File: src/rtl/multicycle_control_fsm.sv
// multicycle_control_fsm: sequencing control for a multicycle RV32I datapath.
// Steps each instruction through FETCH/DECODE/EXEC/MEM/WB over one shared
// memory port, traps on illegal opcodes and memory timeouts, counts retires.
// Optional build macro: CTRL_JUMP_EN makes JAL/JALR legal instructions.
module multicycle_control_fsm #(
  parameter int MEM_TIMEOUT = 16,
  parameter int CNT_W       = 32,
  parameter int STATE_W     = 3
) (
  input  logic               clk,
  input  logic               reset_n,
  input  logic [6:0]         opcode,
  input  logic [2:0]         funct3,
  input  logic               mem_ready,
  output logic               mem_req,
  output logic               mem_we,
  output logic               iord,
  output logic               ir_write,
  output logic               pc_write,
  output logic               alu_src_a,
  output logic [1:0]         alu_src_b,
  output logic [1:0]         alu_op,
  output logic               branch,
  output logic               branch_geq,
  output logic               reg_write,
  output logic               mem_to_reg,
  output logic               illegal,
  output logic [CNT_W-1:0]   retired,
  output logic [STATE_W-1:0] state_o
);

  typedef enum logic [2:0] {
    FETCH  = 3'd0,
    DECODE = 3'd1,
    EXEC   = 3'd2,
    MEM    = 3'd3,
    WB     = 3'd4,
    TRAP   = 3'd5
  } state_t;

  typedef enum logic [2:0] {
    CL_R, CL_I, CL_LOAD, CL_STORE, CL_BRANCH, CL_JAL, CL_JALR
  } opClass_t;

  // Wait counter only has to reach MEM_TIMEOUT-1; a timeout of 0 disables it.
  localparam int WAIT_W = $clog2(MEM_TIMEOUT + 2);
  localparam logic [WAIT_W-1:0] WAIT_LAST =
    (MEM_TIMEOUT > 0) ? WAIT_W'(MEM_TIMEOUT - 1) : '0;

  state_t            state, nextState;
  opClass_t          opClass, decClass;
  logic              decLegal;
  logic              geqReg;
  logic              retire;
  logic              waitLimit;
  logic [WAIT_W-1:0] waitCnt;
  logic [CNT_W-1:0]  retiredCnt;
  logic              unusedFunct3;

  assign unusedFunct3 = &{1'b0, funct3[1:0]};

  // This cycle would be the last permitted wait before a timeout trap.
  assign waitLimit = (MEM_TIMEOUT != 0) && (waitCnt == WAIT_LAST);

  // Classify the opcode currently presented by the instruction register.
  always_comb begin
    decClass = CL_R;
    decLegal = 1'b1;
    case (opcode)
      7'b0110011: decClass = CL_R;
      7'b0010011: decClass = CL_I;
      7'b0000011: decClass = CL_LOAD;
      7'b0100011: decClass = CL_STORE;
      7'b1100011: decClass = CL_BRANCH;
`ifdef CTRL_JUMP_EN
      7'b1101111: decClass = CL_JAL;
      7'b1100111: decClass = CL_JALR;
`endif
      default:    decLegal = 1'b0;
    endcase
  end

  // Next-state and control outputs; everything forced low while in reset.
  always_comb begin
    nextState  = state;
    mem_req    = 1'b0;
    mem_we     = 1'b0;
    iord       = 1'b0;
    ir_write   = 1'b0;
    pc_write   = 1'b0;
    alu_src_a  = 1'b0;
    alu_src_b  = 2'b00;
    alu_op     = 2'b00;
    branch     = 1'b0;
    reg_write  = 1'b0;
    mem_to_reg = 1'b0;
    illegal    = 1'b0;
    retire     = 1'b0;
    case (state)
      FETCH: begin
        mem_req   = 1'b1;
        alu_src_b = 2'b01;
        if (mem_ready) begin
          ir_write  = 1'b1;
          pc_write  = 1'b1;
          nextState = DECODE;
        end else if (waitLimit) begin
          nextState = TRAP;
        end
      end
      DECODE: nextState = decLegal ? EXEC : TRAP;
      EXEC: begin
        alu_src_a = 1'b1;
        case (opClass)
          CL_R: begin
            alu_op    = 2'b10;
            nextState = WB;
          end
          CL_I: begin
            alu_src_b = 2'b10;
            alu_op    = 2'b11;
            nextState = WB;
          end
          CL_LOAD, CL_STORE: begin
            alu_src_b = 2'b10;
            nextState = MEM;
          end
          CL_BRANCH: begin
            alu_op    = 2'b01;
            branch    = 1'b1;
            retire    = 1'b1;
            nextState = FETCH;
          end
`ifdef CTRL_JUMP_EN
          CL_JAL, CL_JALR: begin
            alu_src_a = (opClass == CL_JALR);
            alu_src_b = 2'b10;
            pc_write  = 1'b1;
            nextState = WB;
          end
`endif
          default: nextState = TRAP;
        endcase
      end
      MEM: begin
        mem_req = 1'b1;
        iord    = 1'b1;
        mem_we  = (opClass == CL_STORE);
        if (mem_ready) begin
          if (opClass == CL_STORE) begin
            retire    = 1'b1;
            nextState = FETCH;
          end else begin
            nextState = WB;
          end
        end else if (waitLimit) begin
          nextState = TRAP;
        end
      end
      WB: begin
        reg_write  = 1'b1;
        mem_to_reg = (opClass == CL_LOAD);
        retire     = 1'b1;
        nextState  = FETCH;
      end
      TRAP:    illegal = 1'b1;
      default: nextState = TRAP;
    endcase
    if (!reset_n) begin
      mem_req    = 1'b0;
      mem_we     = 1'b0;
      iord       = 1'b0;
      ir_write   = 1'b0;
      pc_write   = 1'b0;
      alu_src_a  = 1'b0;
      alu_src_b  = 2'b00;
      alu_op     = 2'b00;
      branch     = 1'b0;
      reg_write  = 1'b0;
      mem_to_reg = 1'b0;
      illegal    = 1'b0;
      retire     = 1'b0;
    end
  end

  // State register.
  always_ff @(posedge clk) begin
    if (!reset_n) state <= FETCH;
    else          state <= nextState;
  end

  // Latch opcode class in DECODE; branch_geq only moves on branches.
  always_ff @(posedge clk) begin
    if (!reset_n) begin
      opClass <= CL_R;
      geqReg  <= 1'b0;
    end else if (state == DECODE) begin
      opClass <= decClass;
      if (decLegal && decClass == CL_BRANCH) geqReg <= funct3[2];
    end
  end

  // Memory wait counter: restarts on entry to FETCH/MEM, counts stalled cycles.
  always_ff @(posedge clk) begin
    if (!reset_n) begin
      waitCnt <= '0;
    end else if (nextState != state && (nextState == FETCH || nextState == MEM)) begin
      waitCnt <= '0;
    end else if ((state == FETCH || state == MEM) && !mem_ready) begin
      waitCnt <= waitCnt + 1'b1;
    end
  end

  // Retired-instruction counter, wraps naturally.
  always_ff @(posedge clk) begin
    if (!reset_n)    retiredCnt <= '0;
    else if (retire) retiredCnt <= retiredCnt + 1'b1;
  end

  assign retired    = reset_n ? retiredCnt : '0;
  assign branch_geq = reset_n & geqReg;
  assign state_o    = reset_n ? STATE_W'(state) : '0;

endmodule

File: config.mk
export PLATFORM = sky130hd
export DESIGN_NAME = multicycle_control_fsm
export DESIGN_NICKNAME = d
export VERILOG_FILES = /design/src/rtl/multicycle_control_fsm.sv
export SDC_FILE = /design/constraint.sdc
export NUM_CORES = 1
export LEC_CHECK = 0
export CAP_MARGIN = 20
export CORE_MARGIN = 5
export CORE_UTILIZATION = 50
export DETAILED_ROUTE_END_ITERATION = 12
export GPL_TIMING_DRIVEN = 0
export PLACE_DENSITY_LB_ADDON = 0.12
export SYNTH_ARGS = -nofsm -noshare
export SYNTH_HDL_FRONTEND = slang
export SYNTH_SLANG_ARGS = --single-unit
File: constraint.sdc
create_clock -name clk -period 2.8 [get_ports clk]
set_clock_uncertainty 0.15 [all_clocks]
set_input_delay 0.42 -clock clk [delete_from_list [all_inputs] [get_ports clk]]
set_output_delay 0.42 -clock clk [all_outputs]
set_load 0.02 [all_outputs]
==> results of run 1 <==
[layout by cell type, fill, tap and decap left out, drive strengths merged, types with 10 or more instances in the layout]
cell,n
dfxtp,44
nand2,12
clkbuf,20
and2,35
clkdlybuf4s50,56
xnor2,15
a211oi,10
a21oi,19
mux2,10
nor2,41
nand3,21
inv,10
[state kept, by name, summed over array words and instances (netlist names)]
name        count
retiredCnt     32
waitCnt         5
opClass         3
state           3
geqReg          1
[worst max-delay path, stage by stage]
cell and delay, ns:
dlygate4sd2_1 0.34, inv_2 0.13, or4_4 0.46, nor3_1 0.19, clkdlybuf4s50_1 0.63
[power breakdown]
part	internal [mW]	switching (mW)	total, mW
Combinational	0.0567	0.0769	0.134
Clock	0.315	0.215	0.530
Sequential	0.631	0.00780	0.639
[per-stage QoR]
stage               hold slack (ns)  power [mW]  setup TNS, ns  worst slack (ns)  area, sq um
finish                        0.346        1.30              0            0.0587         3460
global placement              0.313       0.781         -12.67            -0.407         3300
detailed placement            0.330       0.783         -13.00            -0.371         3300
CTS                           0.350        1.31              0            0.0110         3440
floorplan                     0.291       0.729              0             0.371         2620
global route                  0.393        1.35       -0.00625          -0.00625         3460
[kinds of logic after synthesis]
| group | count (synthesis) | synth area share, % |
|---|---|---|
| muxes | 13 | 5.45 |
| buffers and inverters | 29 | 4.83 |
| adders and majority gates | 3 | 1.44 |
| xor gates and xnor gates | 18 | 6.03 |
| and+or+nand+nor | 156 | 33.5 |
| DFF | 44 | 33.7 |
| AOI/OAI and AO/OA | 51 | 15.1 |
[final timing paths]
check                           slack, ns  cells after the start        endpoint
worst max-delay path                 0.06                      5    alu_src_b[1]
worst min-delay path                 0.35                      2          geqReg
worst max register to register       0.30                      6  retiredCnt[26]
worst min register to register       0.35                      2          geqReg
[metal layers]
layer	track usage (%)	part of all wire [%]	up-vias	routed length (um)
met5	0	0	-	0
li1	-	-	1256	-
met4	5.48	0.78	0	51
met2	33.6	47	74	3070
met1	27.0	47	1160	3060
met3	4.23	5.8	5	377
[area by class of cell]
class | instances | share of cell area (%)
clock inverters | 1 | 0.869
plain buffers | 18 | 2.68
well taps | 70 | 2.53
multi-input cells | 241 | 47.0
inverters | 11 | 1.23
flip-flops and latches | 44 | 25.5
clock buffers | 7 | 2.79
repair buffers | 60 | 17.5
==> impl_metrics.csv, run 1 <==
group,metric,value,unit
logic_synthesis,synthCells,314,
logic_synthesis,synth_top_area_cell,"dfxtp_1",
cts,clockBufferDepth,2,
setup_path,crit_arrival,2.17,ns
die,io_pins,63,
grt,overflow,0,
logic_synthesis,ys.flop_type,"dfxtp_1",
logic_synthesis,synth_enable_flop_cells,0,
route,drc_errors,0,
setup_path,crit_path_start,"reset_n",
cts,post_cts_buffers,0,
final_layout,nFillCells,458,
route,drtPass1Iterations,4,
power_and_ir_drop,peakVddDrop,340,uV
job,max_cap_violations,0,
power_and_ir_drop,p_leak,1.26,nW
die,die_w,82.3,um
cts,htreeDepth,2,
timing,relSlewSlack,53.5,%
cts,cts_hold_buf,0,
cts,root_buffer,"clkbuf_8",
placed_design,place_inst,444,
final_layout,final_util,67.7,%
logic_synthesis,syn_area,2620,sq um
route,ant_nets,0,
final_layout,antenna_cells,0,
logic_synthesis,yosysTopAreaCellShare,33.7,%
timing,slew_viol_final,0,
logic_synthesis,ys_seq_elements,44,
die,core-area,5110,sq um
timing,fmax,0.365,GHz
final_layout,drive_above_1_share,10.5,%
logic_synthesis,ys_top_cells_by_area,"dfxtp_1 34%, and2_1 8.4%, nor2_1 5.9%",
die,fp.dieH,82.3,um
cts,cts_resized,6,
placed_design,port_buffers,60,
cts,cts_tree,"done",
logic_synthesis,ys_warn_count,0,
setup_path,path_class,"input port to output pin",
logic_synthesis,ys_top_cells_by_count,"44 x dfxtp_1, 41 x nor2_1, 35 x and2_1, 21 x nand3_1, 18 x a21oi_1",
grt,antenna_found_initial,0,
logic_synthesis,avgSynthCellArea,8.33,sq um
grt,track_usage,20.4,%
power_and_ir_drop,cellPowerDensity,377,nW/um^2
grt,grt_pass1_wl,10.8,mm
final_layout,fin_cells,452,
timing,hold_viol,0,
final_layout,regArea,881,sq um
die,start_util,51.2,%
hold_path,hold_class,"flip-flop to flip-flop",
logic_synthesis,synthMostInstantiatedCell,"dfxtp_1",
grt,grt_start_max_net_pins,14,
grt,grt_pass1_vias,2337,
placed_design,gp_congestion,0.860,
final_layout,multi_input_area,1620,sq um
die,row_count,26,
timing,layout_min_cycle_time,2.74,ns
status,status,"completed",
logic_synthesis,synthArstFlopShare,0,%
setup_path,start_kind,"input port",
final_layout,fin_nets,397,
route,vias_per_cell,5.52,
route,via_count,2495,
route,detail_route.wl_per_cell,14.5,um
timing,setup_viol,0,
die,die_area,6780,sq um
timing,final.period_utilization,97.9,%
route,first_iter_violations,125,
setup_path,critPathRequiredTime,2.23,ns
setup_path,cp_max_fo,6,
cts,clock-sinks,44,
final_layout,synthToLayoutAreaGrowth,32.2,%
logic_synthesis,ys_seq_area_share,33.7,%
logic_synthesis,synth_nets,330,
hold_path,hold_start,"geqReg",
setup_path,end_kind,"output pin",
cts,cts.clk_slew.worst_paths,0.08,ns
cts,numCtsBuffers,5,
placed_design,place_hpwl,4.89,mm
route,wl,6.56,mm
logic_synthesis,yosysUniqueCellTypes,56,
cts,clock_latency,0.30,ns
timing,worstMarginPinSlew,0.696,ns
setup_path,worstReg2RegStart,"retiredCnt[4]",
Power figures use the tool's default switching activity.
==> inputs of run 2 (changes only) <==
--- a/config.mk
+++ b/config.mk
@@ -7,7 +7,7 @@
 export LEC_CHECK = 0
 export CAP_MARGIN = 20
 export CORE_MARGIN = 5
-export CORE_UTILIZATION = 50
+export CORE_UTILIZATION = 54
 export DETAILED_ROUTE_END_ITERATION = 12
 export GPL_TIMING_DRIVEN = 0
 export PLACE_DENSITY_LB_ADDON = 0.12
==> constraint.sdc (replaced) <==
create_clock -name clk -period 3.4 [get_ports clk]
set_clock_uncertainty 0.15 [all_clocks]
set_input_delay 0.51 -clock clk [delete_from_list [all_inputs] [get_ports clk]]
set_output_delay 0.51 -clock clk [all_outputs]
set_load 0.02 [all_outputs]
==> run 2 against run 1 <==
Via count down 0.12%; wire length increased by 0.12%; sequential share of layout area grew 0.45 points; first-iteration DRC count rose by 16%; die area down 6.5%; largest power group unchanged.
==> impl_metrics.csv, run 2 (synthesis results as in run 1) <==
group,metric,value,unit
route,ant_nets,0,
power_and_ir_drop,switchingPower,240,uW
setup_path,crit_path_start,"reset_n",
grt,track_usage,21.8,%
power_and_ir_drop,power.share.combinational,11.1,%
route,vias_per_cell,5.55,
timing,slew_viol_final,0,
final_layout,synthToLayoutAreaGrowth,29.9,%
placed_design,place_inst,441,
cts,cts_tree,"done",
cts,cts_hold_buf,0,
timing,setup_viol,0,
setup_path,r2r_cells,7,
final_layout,mostFrequentLayoutCell,"clkdlybuf4s50_1",
placed_design,place_area,3300,sq um
power_and_ir_drop,p_int,730,uW
power_and_ir_drop,p_leak,1.19,nW
cts,htreeDepth,2,
setup_path,start_kind,"input port",
final_layout,fin_nets,397,
final_layout,largest_reg_flops,32,
power_and_ir_drop,peakVddDrop,193,uV
placed_design,gp_congestion,0.858,
grt,grt_pass1_wl,11.0,mm
power_and_ir_drop,pwr-share-clk,34.7,%
die,die_w,79.6,um
die,die_area,6330,sq um
die,start_util,55.4,%
final_layout,final_cell_area,3400,sq um
route,drc_errors,0,
setup_path,end_kind,"output pin",
cts,numCtsBuffers,5,
final_layout,antenna_cells,0,
cts,clock-sinks,44,
final_layout,fin_cells,449,
route,wl,6.56,mm
timing,layout_min_cycle_time,2.96,ns
cts,clock_latency,0.29,ns
setup_path,path_class,"input port to output pin",
setup_path,r2r_end,"retiredCnt[20]",
setup_path,crit_arrival,2.30,ns
hold_path,hold_class,"flip-flop to flip-flop",
setup_path,cp_max_fo,6,
power_and_ir_drop,cellPowerDensity,286,nW/um^2
route,first_iter_violations,145,
cts,root_buffer,"clkbuf_8",
timing,relSlewSlack,48.3,%
route,detail_route.wl_per_cell,14.6,um
route,via_count,2492,
final_layout,drive_above_1_share,8.64,%
job,max_cap_violations,0,
grt,grt_start_max_net_pins,13,
die,core-area,4720,sq um
status,status,"completed",
timing,worstMarginPinSlew,0.773,ns
setup_path,critPathRequiredTime,2.74,ns
timing,fmax,0.338,GHz
timing,hold_viol,0,
cts,clockBufferDepth,2,
cts,cts.clk_slew.worst_paths,0.08,ns
timing,rsz0062_at_grt,"no",
final_layout,largest-register,"retiredCnt",
grt,antenna_found_initial,0,
power_and_ir_drop,seqPwrFrac,54.2,%
placed_design,port_buffers,60,
setup_path,reg2reg_slack,0.86,ns
setup_path,cp-endpoint,"alu_op[0]",
die,io_pins,63,
placed_design,place_hpwl,4.88,mm
grt,grt_pass1_vias,2357,
power_and_ir_drop,sw_frac_of_total,24.7,%
final_layout,top_regs,"retiredCnt: 32 flops, waitCnt: 5 flops",
die,fp.dieH,79.6,um
final_layout,mostFrequentLayoutCells,"59 x clkdlybuf4s50_1, 44 x dfxtp_1, 41 x nor2_1",
route,drtPass1Iterations,4,
grt,overflow,0,
die,row_count,25,
setup_path,worstReg2RegStart,"state[1]",
timing,final.period_utilization,87.0,%
==> run 2: changes by cell type in the layout (fill, tap and decap cells not counted) <==
cell | previous run | this run
clkbuf_1 | 7 | 13
clkbuf_2 | 6 | 2
clkdlybuf4s50_1 | 56 | 59
dlygate4sd2_1 | 2 | 0
bufinv_16 | 1 | 0
clkbuf_8 | 7 | 6
dlymetal6s2s_1 | 2 | 1
nor4_1 | 4 | 5
nor4_4 | 1 | 0
==> run 2: power by group through the flow <==
stage	Sequential, mW	Combinational (mW)	Clock, mW
after floorplan	0.536	0.0638	0
after global placement	0.538	0.105	0
after detailed placement	0.538	0.106	0
after CTS	0.526	0.107	0.345
after global routing	0.527	0.120	0.365
final	0.526	0.108	0.337
==> run 2: final cells by class <==
| class | count | area, sq um |
|---|---|---|
| Timing Repair Buffer | 60 | 603 |
| Inverter | 11 | 42.5 |
| Clock buffer | 8 | 90.1 |
| Tap cell | 67 | 83.8 |
| Buffer | 18 | 87.6 |
| Fill cell | 420 | 1330 |
| Sequential cell | 44 | 881 |
| Multi-Input combinational cell | 241 | 1610 |
==> run 2: repair_timing <==
item                       in CTS  in global routing
setup buffers                   0                  0
gates resized for setup         1                  5
setup endpoints to repair       1                 21
==> run 2: stage by stage <==
stage               total power, mW  worst slack, ns  hold slack (ns)   TNS, ns  utilization, %
global route                   1.01            0.266            0.382         0            71.9
finish                        0.971            0.440            0.350         0            71.9
detailed placement            0.644         -0.00651            0.332  -0.00651            69.9
global placement              0.643           0.0133            0.313         0            69.9
CTS                           0.978           0.0599            0.353         0            71.8
floorplan                     0.600            0.881            0.291         0               -
==> run 2: worst min-delay path by stage <==
| stage | startpoint | end | cells past startpoint |
|---|---|---|---|
| final | geqReg | geqReg | 2 |
| after global routing | waitCnt[1] | waitCnt[1] | 2 |
| after CTS | geqReg | geqReg | 2 |
| after detailed placement | geqReg | geqReg | 2 |
| after global placement | retiredCnt[13] | retiredCnt[13] | 1 |
| after floorplan | retiredCnt[13] | retiredCnt[13] | 1 |
==> run 2: worst max-delay path, stage by stage <==
cell and delay, ns:
dlymetal6s2s_1 0.25, inv_2 0.13, or4_4 0.45, nor3_1 0.21, a21o_1 0.15, clkdlybuf4s50_1 0.60
==> run 2: layer usage <==
layer | vias to the layer above | routed length [um] | global-route usage, %
met5 | - | 0 | 0
met4 | 0 | 111 | 8.93
met3 | 11 | 382 | 4.51
met2 | 80 | 3020 | 35.4
met1 | 1151 | 3050 | 28.1
li1 | 1250 | - | -
